===== src/rtl/systolic_pkg.sv =====
// ---------------------------------------------------------------------------
// systolic_pkg
// Shared definitions for the systolic array operand feeder.
//   state_t      : feeder sequencing states (IDLE, FEED, HOLD)
//   DEF_BITWIDTH : default operand width in bits
//   DEF_N        : default array dimension (N x N)
//   FEED_CYCLES  : number of FEED cycles for the default dimension (3N-2)
//   feedCycles() : FEED length for an arbitrary dimension
// ---------------------------------------------------------------------------
package systolic_pkg;

    typedef enum logic [1:0] {
        IDLE = 2'd0,
        FEED = 2'd1,
        HOLD = 2'd2
    } state_t;

    localparam int DEF_BITWIDTH = 4;
    localparam int DEF_N        = 4;

    // The last operand enters PE(N-1,N-1) at t = 3N-3, so FEED lasts 3N-2 cycles.
    function automatic int feedCycles(input int n);
        return 3 * n - 2;
    endfunction

    localparam int FEED_CYCLES = 3 * DEF_N - 2;

endpackage


===== src/rtl/systolic_feeder.sv =====
// ---------------------------------------------------------------------------
// systolic_feeder
// Captures an N x N matrix pair on request and streams it, skewed, into the
// west and north edges of an output-stationary systolic array, then holds the
// array until the consumer acknowledges the result.
// Ports:
//   i_clk        : clock, all state changes on the rising edge
//   i_arst       : synchronous active-high reset
//   i_start      : request to load and stream a matrix pair (taken in IDLE)
//   o_ready      : high only in IDLE
//   i_matA       : matrix A, row-major, A[i][k] at element index i*N+k
//   i_matB       : matrix B, row-major, B[k][j] at element index k*N+j
//   o_rowA       : west-edge operand for array row i in slice i
//   o_colB       : north-edge operand for array column j in slice j
//   o_doProcess  : PE enable; low clears the PE accumulators
//   o_resValid   : accumulators hold the complete product A*B
//   i_resAck     : consumer has read the result (taken in HOLD)
// ---------------------------------------------------------------------------
module systolic_feeder
    import systolic_pkg::*;
#(
    parameter int BITWIDTH = DEF_BITWIDTH,
    parameter int N        = DEF_N
) (
    input  logic                      i_clk,
    input  logic                      i_arst,
    input  logic                      i_start,
    output logic                      o_ready,
    input  logic [N*N*BITWIDTH-1:0]   i_matA,
    input  logic [N*N*BITWIDTH-1:0]   i_matB,
    output logic [N*BITWIDTH-1:0]     o_rowA,
    output logic [N*BITWIDTH-1:0]     o_colB,
    output logic                      o_doProcess,
    output logic                      o_resValid,
    input  logic                      i_resAck
);

    localparam int CW     = $clog2(3 * N - 1);
    localparam int LAST_T = feedCycles(N) - 1;

    state_t                    r_state;
    logic [CW-1:0]             r_cnt;
    logic [N*N*BITWIDTH-1:0]   r_matA;
    logic [N*N*BITWIDTH-1:0]   r_matB;
    logic                      r_ready;
    logic                      r_doProcess;
    logic                      r_resValid;

    state_t                    w_nextState;
    logic [CW-1:0]             w_nextCnt;
    logic                      w_accept;
    logic [N*N*BITWIDTH-1:0]   w_srcA;
    logic [N*N*BITWIDTH-1:0]   w_srcB;

    // Next state and next cycle index. Every output is registered, so the
    // edge values for cycle t are computed one cycle early from (next state,
    // next count); the counter therefore restarts at 0 on the accept edge.
    always_comb begin
        w_accept    = (r_state == IDLE) && i_start;
        w_nextState = r_state;
        w_nextCnt   = '0;
        case (r_state)
            IDLE: if (i_start) w_nextState = FEED;
            FEED: begin
                if (r_cnt == CW'(LAST_T)) w_nextState = HOLD;
                else                      w_nextCnt   = r_cnt + 1'b1;
            end
            HOLD: if (i_resAck) w_nextState = IDLE;
            default: w_nextState = IDLE;
        endcase
    end

    // On the accept edge the stored matrices are not yet loaded, so the t=0
    // operands must come straight from the input ports.
    assign w_srcA = w_accept ? i_matA : r_matA;
    assign w_srcB = w_accept ? i_matB : r_matB;

    // Sequencer state, operand storage and the state-derived flags.
    always_ff @(posedge i_clk) begin
        if (i_arst) begin
            r_state     <= IDLE;
            r_cnt       <= '0;
            r_matA      <= '0;
            r_matB      <= '0;
            r_ready     <= 1'b1;
            r_doProcess <= 1'b0;
            r_resValid  <= 1'b0;
        end else begin
            r_state     <= w_nextState;
            r_cnt       <= w_nextCnt;
            if (w_accept) begin
                r_matA <= i_matA;
                r_matB <= i_matB;
            end
            r_ready     <= (w_nextState == IDLE);
            r_doProcess <= (w_nextState != IDLE);
            r_resValid  <= (w_nextState == HOLD);
        end
    end

    assign o_ready     = r_ready;
    assign o_doProcess = r_doProcess;
    assign o_resValid  = r_resValid;

    // West edge: row i is delayed by i cycles, so in cycle t it carries
    // A[i][t-i], and zero outside the window.
    for (genvar gi = 0; gi < N; gi++) begin : g_row
        logic [BITWIDTH-1:0] w_next;
        logic [BITWIDTH-1:0] r_val;

        always_comb begin
            w_next = '0;
            if (w_nextState == FEED) begin
                for (int k = 0; k < N; k++) begin
                    if (int'(w_nextCnt) == gi + k)
                        w_next = w_srcA[(gi*N + k)*BITWIDTH +: BITWIDTH];
                end
            end
        end

        always_ff @(posedge i_clk) begin
            if (i_arst) r_val <= '0;
            else        r_val <= w_next;
        end

        assign o_rowA[gi*BITWIDTH +: BITWIDTH] = r_val;
    end

    // North edge: column j is delayed by j cycles, carrying B[t-j][j].
    for (genvar gj = 0; gj < N; gj++) begin : g_col
        logic [BITWIDTH-1:0] w_next;
        logic [BITWIDTH-1:0] r_val;

        always_comb begin
            w_next = '0;
            if (w_nextState == FEED) begin
                for (int k = 0; k < N; k++) begin
                    if (int'(w_nextCnt) == gj + k)
                        w_next = w_srcB[(k*N + gj)*BITWIDTH +: BITWIDTH];
                end
            end
        end

        always_ff @(posedge i_clk) begin
            if (i_arst) r_val <= '0;
            else        r_val <= w_next;
        end

        assign o_colB[gj*BITWIDTH +: BITWIDTH] = r_val;
    end

endmodule

===== config.mk =====
export PLATFORM = sky130hd
export DESIGN_NAME = systolic_feeder
export DESIGN_NICKNAME = d
export VERILOG_FILES = /design/src/rtl/systolic_pkg.sv /design/src/rtl/systolic_feeder.sv
export SDC_FILE = /design/constraint.sdc
export NUM_CORES = 1
export LEC_CHECK = 0
export ABC_AREA = 0
export CORE_ASPECT_RATIO = 1.1
export CORE_MARGIN = 2
export CORE_UTILIZATION = 53
export DETAILED_ROUTE_END_ITERATION = 10
export GPL_TIMING_DRIVEN = 0
export PLACE_DENSITY = 0.9
export SYNTH_ARGS = -nofsm -noshare
export SYNTH_HDL_FRONTEND = slang
export SYNTH_SLANG_ARGS = --single-unit

===== constraint.sdc =====
create_clock -name i_clk -period 4.1 [get_ports i_clk]
set_input_delay 0.82 -clock i_clk [delete_from_list [all_inputs] [get_ports i_clk]]
set_output_delay 0.82 -clock i_clk [all_outputs]
set_load 0.01 [all_outputs]

==> results of run 1 <==
through the flow:
stage	power, W	instances	worst slack, ps	utilization [%]	hold WS [ps]
global route	0.004017	1030	1430	74.95	499.2
global placement	0.002283	998	1203	70.01	448.2
finish	0.003904	1030	1497	74.95	471.5
floorplan	0.002063	679	1908	-	436.6
CTS	0.003891	1030	1511	74.95	467.8
detailed placement	0.002304	998	1153	70.01	459.4
critical path: cells and delay by family:
family | cells | cell delay, ps
buffers and inverters | 3 | 840
AO/OA/AOI/OAI | 2 | 640
AND/OR/NAND/NOR | 2 | 470
multiplexers | 1 | 140
layer usage:
| layer | global-route usage (%) | routed length (µm) | up-vias |
|---|---|---|---|
| met1 | 34.49 | 7626 | 2880 |
| met3 | 7.143 | 1743 | 83 |
| met2 | 52.22 | 10190 | 388 |
| met5 | 0 | 0 | - |
| li1 | - | - | 2741 |
| met4 | 14.92 | 835 | 0 |
layout by cell type (no fill, tap or decap), types with 9 or more instances in the layout:
cell type,count
nand2_1,31
clkbuf_16,17
o31a_1,10
buf_2,13
a21oi_1,29
nor2_1,152
clkdlybuf4s50_1,165
mux2i_1,127
clkbuf_1,25
dfxtp_1,169
a221oi_1,9
o22ai_1,14
a211oi_1,12
state kept, by name, indices dropped and copies added, names as in the netlist:
signal and count:
r_cnt 4, o_ready 1, g_row.r_val 16, g_col.r_val 16, r_matB 64, r_matA 64
o_doProcess 1, o_resValid 1, r_state 2
report_power, final:
| part | switching, W | internal, W | total [W] |
|---|---|---|---|
| clock network | 0.000687 | 0.000925 | 0.00161 |
| registers | 0.0000283 | 0.00173 | 0.00176 |
| logic | 0.000277 | 0.000258 | 0.000534 |
cell type report:
| type | count | area [µm²] |
|---|---|---|
| clock buffer | 18 | 439.2 |
| inverter | 4 | 15.01 |
| multi-input combinational | 460 | 2989 |
| timing repair buffer | 165 | 1652 |
| clock inverter | 14 | 157.7 |
| buffer | 46 | 230.2 |
| fill | 795 | 3028 |
| sequential | 169 | 3383 |
| tap | 154 | 192.7 |
cells by family (layout without fill, tap and decap cells):
logic type,count (synthesis),after routing,synth area share [%]
and+or+nand+nor,214,214,13.39
DFF,169,169,51.12
muxes,127,127,19.21
AOI/OAI and AO/OA,116,116,12.06
buffers and inverters,50,247,3.706
adders and majority gates,2,2,0.3781
xor gates and xnor gates,1,1,0.1324
final timing paths:
kind              start                 to  slack, ps  depth (start not counted)
min          r_matB[23]         r_matB[23]        470                          2
min reg2reg  r_matB[23]         r_matB[23]        470                          2
max             i_start  g_col[3].r_val[2]       1500                          8
max reg2reg    r_cnt[1]  g_row[0].r_val[3]       1600                          7
==> results.sh, run 1 <==
export IMPL_synthCells=679
export IMPL_yosysUniqueCellTypes=39
export IMPL_viasPerCell=5.915
export IMPL_dieArea_um2=13400
export IMPL_grt_pass1_wl_um=31240
export IMPL_synth_most_common_cell="dfxtp_1"
export IMPL_leakagePower_nw=3.913
export IMPL_clock_root_buffer="clkbuf_16"
export IMPL_track_usage_pct=29.93
export IMPL_die_w_um=110.5
export IMPL_syn_nets=813
export IMPL_rows=42
export IMPL_fin_area_um2=9059
export IMPL_grt_max_degree=17
export IMPL_initial_core_util_pct=54.75
export IMPL_synthesis_area_um2=6618
export IMPL_hold_buffers=0
export IMPL_finalCriticalPeriod_ps=2603
export IMPL_setup_tns_ps=0
export IMPL_cp_slowest_cell="clkdlybuf4s50_1"
export IMPL_status="finished, final reports clean"
export IMPL_antenna_found_initial=0
export IMPL_finalSetupViolCount=0
export IMPL_critPathLaunchType="input pin"
export IMPL_core_um2=12090
export IMPL_vias=6092
export IMPL_worstMarginPinSlew_ps=972.4
export IMPL_cts_tree="built"
export IMPL_ir_drop_uv=283.9
export IMPL_worstSkewPairLatency_ps=430
export IMPL_cts_resized_gates=0
export IMPL_numCtsBuffers=17
export IMPL_drt_initial_drc_count=547
export IMPL_hold_viol=0
export IMPL_cp_required_ps=4410
export IMPL_slew_headroom_pct=35.17
export IMPL_place_gp_congestion=0.9898
export IMPL_end_kind="flop"
export IMPL_grt_overflow=0
export IMPL_dpl_cell_area_um2=8462
export IMPL_ys_top_cells_by_count="dfxtp_1 (169), nor2_1 (152), mux2i_1 (127)"
export IMPL_drt_total_wl_um=20400
export IMPL_die_y_um=121.2
export IMPL_io_pins=167
export IMPL_synth_edf_count=0
export IMPL_power_density_nw_per_um2=430.9
export IMPL_yosys_area_top_type_share_pct=51.12
export IMPL_ctsLongestPathBuffers=2
export IMPL_synth_area_top_cells="dfxtp_1 (51%), mux2i_1 (19%), nor2_1 (8.6%), a21oi_1 (2.2%), nand2_1 (1.8%)"
export IMPL_cts_max_level=4
export IMPL_clk_pin_slew_ps=60
export IMPL_ys_seq_elements=169
export IMPL_post_cts_buffers=0
export IMPL_layout_drive_gt1_share_pct=6.393
export IMPL_hold_class="reg2reg"
export IMPL_wl_per_cell_um=19.80
export IMPL_ys_warn_count=0
export IMPL_drv_cap=0
export IMPL_ant_nets=0
export IMPL_io_buffers=165
export IMPL_ys_flop_type="dfxtp_1"
export IMPL_avgSynthCellArea_um2=9.746
export IMPL_path_cells="clkdlybuf4s50_1, or3b_1, buf_2, buf_6, mux2i_1, o32ai_1, nand2_1, a221oi_1"
export IMPL_critical_path_class="in2reg"
export IMPL_max_stage_delay_ps=500
export IMPL_antenna_cells=0
export IMPL_fmax_mhz=384.2
export IMPL_final_nets=997
export IMPL_skew_ps=7.936
export IMPL_clock_sinks=169
export IMPL_drc=0
export IMPL_slew_violations=0
export IMPL_synth_area_leader_cell="dfxtp_1"
export IMPL_hpwl_um=14330
export IMPL_period_share_pct=63.49
export IMPL_async_flop_share_pct=0
export IMPL_rsz0062_at_grt="false"
export IMPL_worstPathArrival_ps=2910
export IMPL_first_pass_iters=6
export IMPL_ys_seq_area_share_pct=51.12
export IMPL_grt_pass1_vias=6229
export IMPL_crit_fanout=10
export IMPL_area_growth_pct=36.89
Power figures use the tool's default switching activity.
==> inputs of run 2 (changes only) <==
--- a/config.mk
+++ b/config.mk
@@ -8,10 +8,10 @@
 export ABC_AREA = 0
 export CORE_ASPECT_RATIO = 1.1
 export CORE_MARGIN = 2
-export CORE_UTILIZATION = 53
+export CORE_UTILIZATION = 49
 export DETAILED_ROUTE_END_ITERATION = 10
 export GPL_TIMING_DRIVEN = 0
-export PLACE_DENSITY = 0.9
+export PLACE_DENSITY = 0.85
 export SYNTH_ARGS = -nofsm -noshare
 export SYNTH_HDL_FRONTEND = slang
 export SYNTH_SLANG_ARGS = --single-unit
==> constraint.sdc (replaced) <==
create_clock -name i_clk -period 2.6 [get_ports i_clk]
set_input_delay 0.52 -clock i_clk [delete_from_list [all_inputs] [get_ports i_clk]]
set_output_delay 0.52 -clock i_clk [all_outputs]
set_load 0.01 [all_outputs]
==> results.sh, run 2 (synthesized netlist as in run 1, its figures left out) <==
export IMPL_leakagePower_nw=3.941
export IMPL_die_w_um=114.8
export IMPL_ir_drop_uv=369.8
export IMPL_finalSetupViolCount=0
export IMPL_grt_pass1_wl_um=29340
export IMPL_combPwrFrac_pct=13.0
export IMPL_numCtsBuffers=17
export IMPL_io_buffers=165
export IMPL_ctsLongestPathBuffers=2
export IMPL_pwr_share_clk_pct=43.3
export IMPL_vias=5811
export IMPL_clock_root_buffer="clkbuf_16"
export IMPL_first_pass_iters=5
export IMPL_ant_nets=0
export IMPL_clock_sinks=169
export IMPL_worstMarginPinSlew_ps=911.5
export IMPL_final_cell_mix="dfxtp_1 (169), clkdlybuf4s50_1 (165), nor2_1 (152)"
export IMPL_startpoint="r_cnt[0]"
export IMPL_core_um2=13210
export IMPL_seqPwrFrac_pct=43.7
export IMPL_place_gp_congestion=0.9573
export IMPL_io_pins=167
export IMPL_r2r_start="r_cnt[0]"
export IMPL_hpwl_um=13790
export IMPL_critPathLaunchType="flop"
export IMPL_viasPerCell=5.604
export IMPL_drv_cap=0
export IMPL_drt_initial_drc_count=662
export IMPL_slew_headroom_pct=39.23
export IMPL_cp_required_ps=2920
export IMPL_crit_path_end="g_col[2].r_val[3]"
export IMPL_period_share_pct=94.59
export IMPL_rsz0062_at_grt="false"
export IMPL_worstSkewPairLatency_ps=430
export IMPL_dieArea_um2=14450
export IMPL_worstPathArrival_ps=2780
export IMPL_hold_viol=0
export IMPL_grt_max_degree=17
export IMPL_die_y_um=125.9
export IMPL_dp_cells=1005
export IMPL_skew_ps=10.17
export IMPL_final_nets=997
export IMPL_clk_pin_slew_ps=70
export IMPL_cts_max_level=4
export IMPL_antenna_cells=0
export IMPL_drt_total_wl_um=19040
export IMPL_p_int_w=0.004764
export IMPL_crit_fanout=10
export IMPL_critical_path_class="reg2reg"
export IMPL_regToRegSetupSlack_ps=140
export IMPL_end_kind="flop"
export IMPL_power_switching_w=0.001564
export IMPL_status="finished, final reports clean"
export IMPL_finalCriticalPeriod_ps=2459
export IMPL_rows=44
export IMPL_antenna_found_initial=0
export IMPL_track_usage_pct=26.51
export IMPL_hold_class="reg2reg"
export IMPL_wl_per_cell_um=18.36
export IMPL_reg2reg_to="g_col[2].r_val[3]"
export IMPL_fmax_mhz=406.6
export IMPL_initial_core_util_pct=50.09
export IMPL_layout_drive_gt1_share_pct=6.393
export IMPL_cts_resized_gates=0
export IMPL_worst_r2r_cell_count=8
export IMPL_power_density_nw_per_um2=694.7
export IMPL_reg_top3="r_matA: 64 flops, r_matB: 64 flops"
export IMPL_slew_violations=0
export IMPL_stdcell_count=1037
export IMPL_post_cts_buffers=0
export IMPL_drc=0
export IMPL_cts_tree="built"
export IMPL_area_growth_pct=37.64
export IMPL_hold_buffers=0
export IMPL_setup_tns_ps=0
export IMPL_swShare_pct=24.72
export IMPL_grt_pass1_vias=5695
export IMPL_grt_overflow=0
export IMPL_mostFrequentLayoutCell="dfxtp_1"
==> run 2: cell types whose count changed in the layout (fill, tap and decap cells not counted) <==
cell	previous run	this run
bufinv_16	2	4
clkbuf_8	1	0
clkinv_2	1	2
clkinvlp_4	3	1
inv_6	6	4
inv_8	0	2
==> run 2: worst max-delay path, stage by stage, from the launching register on <==
cell	delay [ps]
dfxtp_1	340
buf_2	210
or2_1	310
or2_1	230
clkbuf_1	200
nor3_2	480
buf_2	340
a21oi_1	110
o31a_1	140
==> run 2: how the worst min path moves through the flow <==
stage,startpoint,cells after the start,to
after floorplan,r_matB[20],2,r_matB[20]
after global placement,r_matB[21],2,r_matB[21]
after detailed placement,r_matB[22],2,r_matB[22]
after CTS,r_matB[22],2,r_matB[22]
after global routing,r_matB[22],2,r_matB[22]
final,r_matB[21],2,r_matB[21]
==> run 2: final cells by class <==
class,instances,area [µm²]
multi-input combinational,460,2989
timing repair buffer,165,1652
sequential,169,3383
buffer,46,230.2
inverter,4,15.01
fill,1013,4104
clock inverter,15,212.7
clock buffer,17,425.4
tap,161,201.4
==> run 2: layer usage <==
layer  global-route usage (%)  vias up  share of wire [%]
met3                    5.775       46                7.0
met5                        0        -                  0
met2                    44.87      270                 49
met1                    33.49     2758                 41
li1                         -     2737                  -
met4                    8.859        0                2.4
==> run 2: metrics by stage <==
step / total power, W / utilization [%] / hold slack [ps] / setup slack, ps / area (µm²)
after CTS: 0.006317 / 68.94 / 457.1 / 199.3 / 9109
after global routing: 0.006526 / 68.94 / 467.9 / 24.07 / 9109
after global placement: 0.003608 / 64.11 / 444.2 / -64.56 / 8471
after detailed placement: 0.003630 / 64.11 / 447.5 / -74.54 / 8471
after floorplan: 0.003253 / - / 436.6 / 693.0 / 6618
final: 0.006328 / 68.94 / 455.0 / 140.7 / 9109
==> run 2: power by group through the flow <==
stage / clock [W] / sequential [W] / combinational [W]
3_5_place_dp: 0 / 0.00282 / 0.000808
3_3_place_gp: 0 / 0.00281 / 0.000793
4_1_cts: 0.00273 / 0.00276 / 0.000817
2_1_floorplan: 0 / 0.00282 / 0.000435
5_1_grt: 0.00287 / 0.00277 / 0.000883
6_report: 0.00274 / 0.00276 / 0.000825
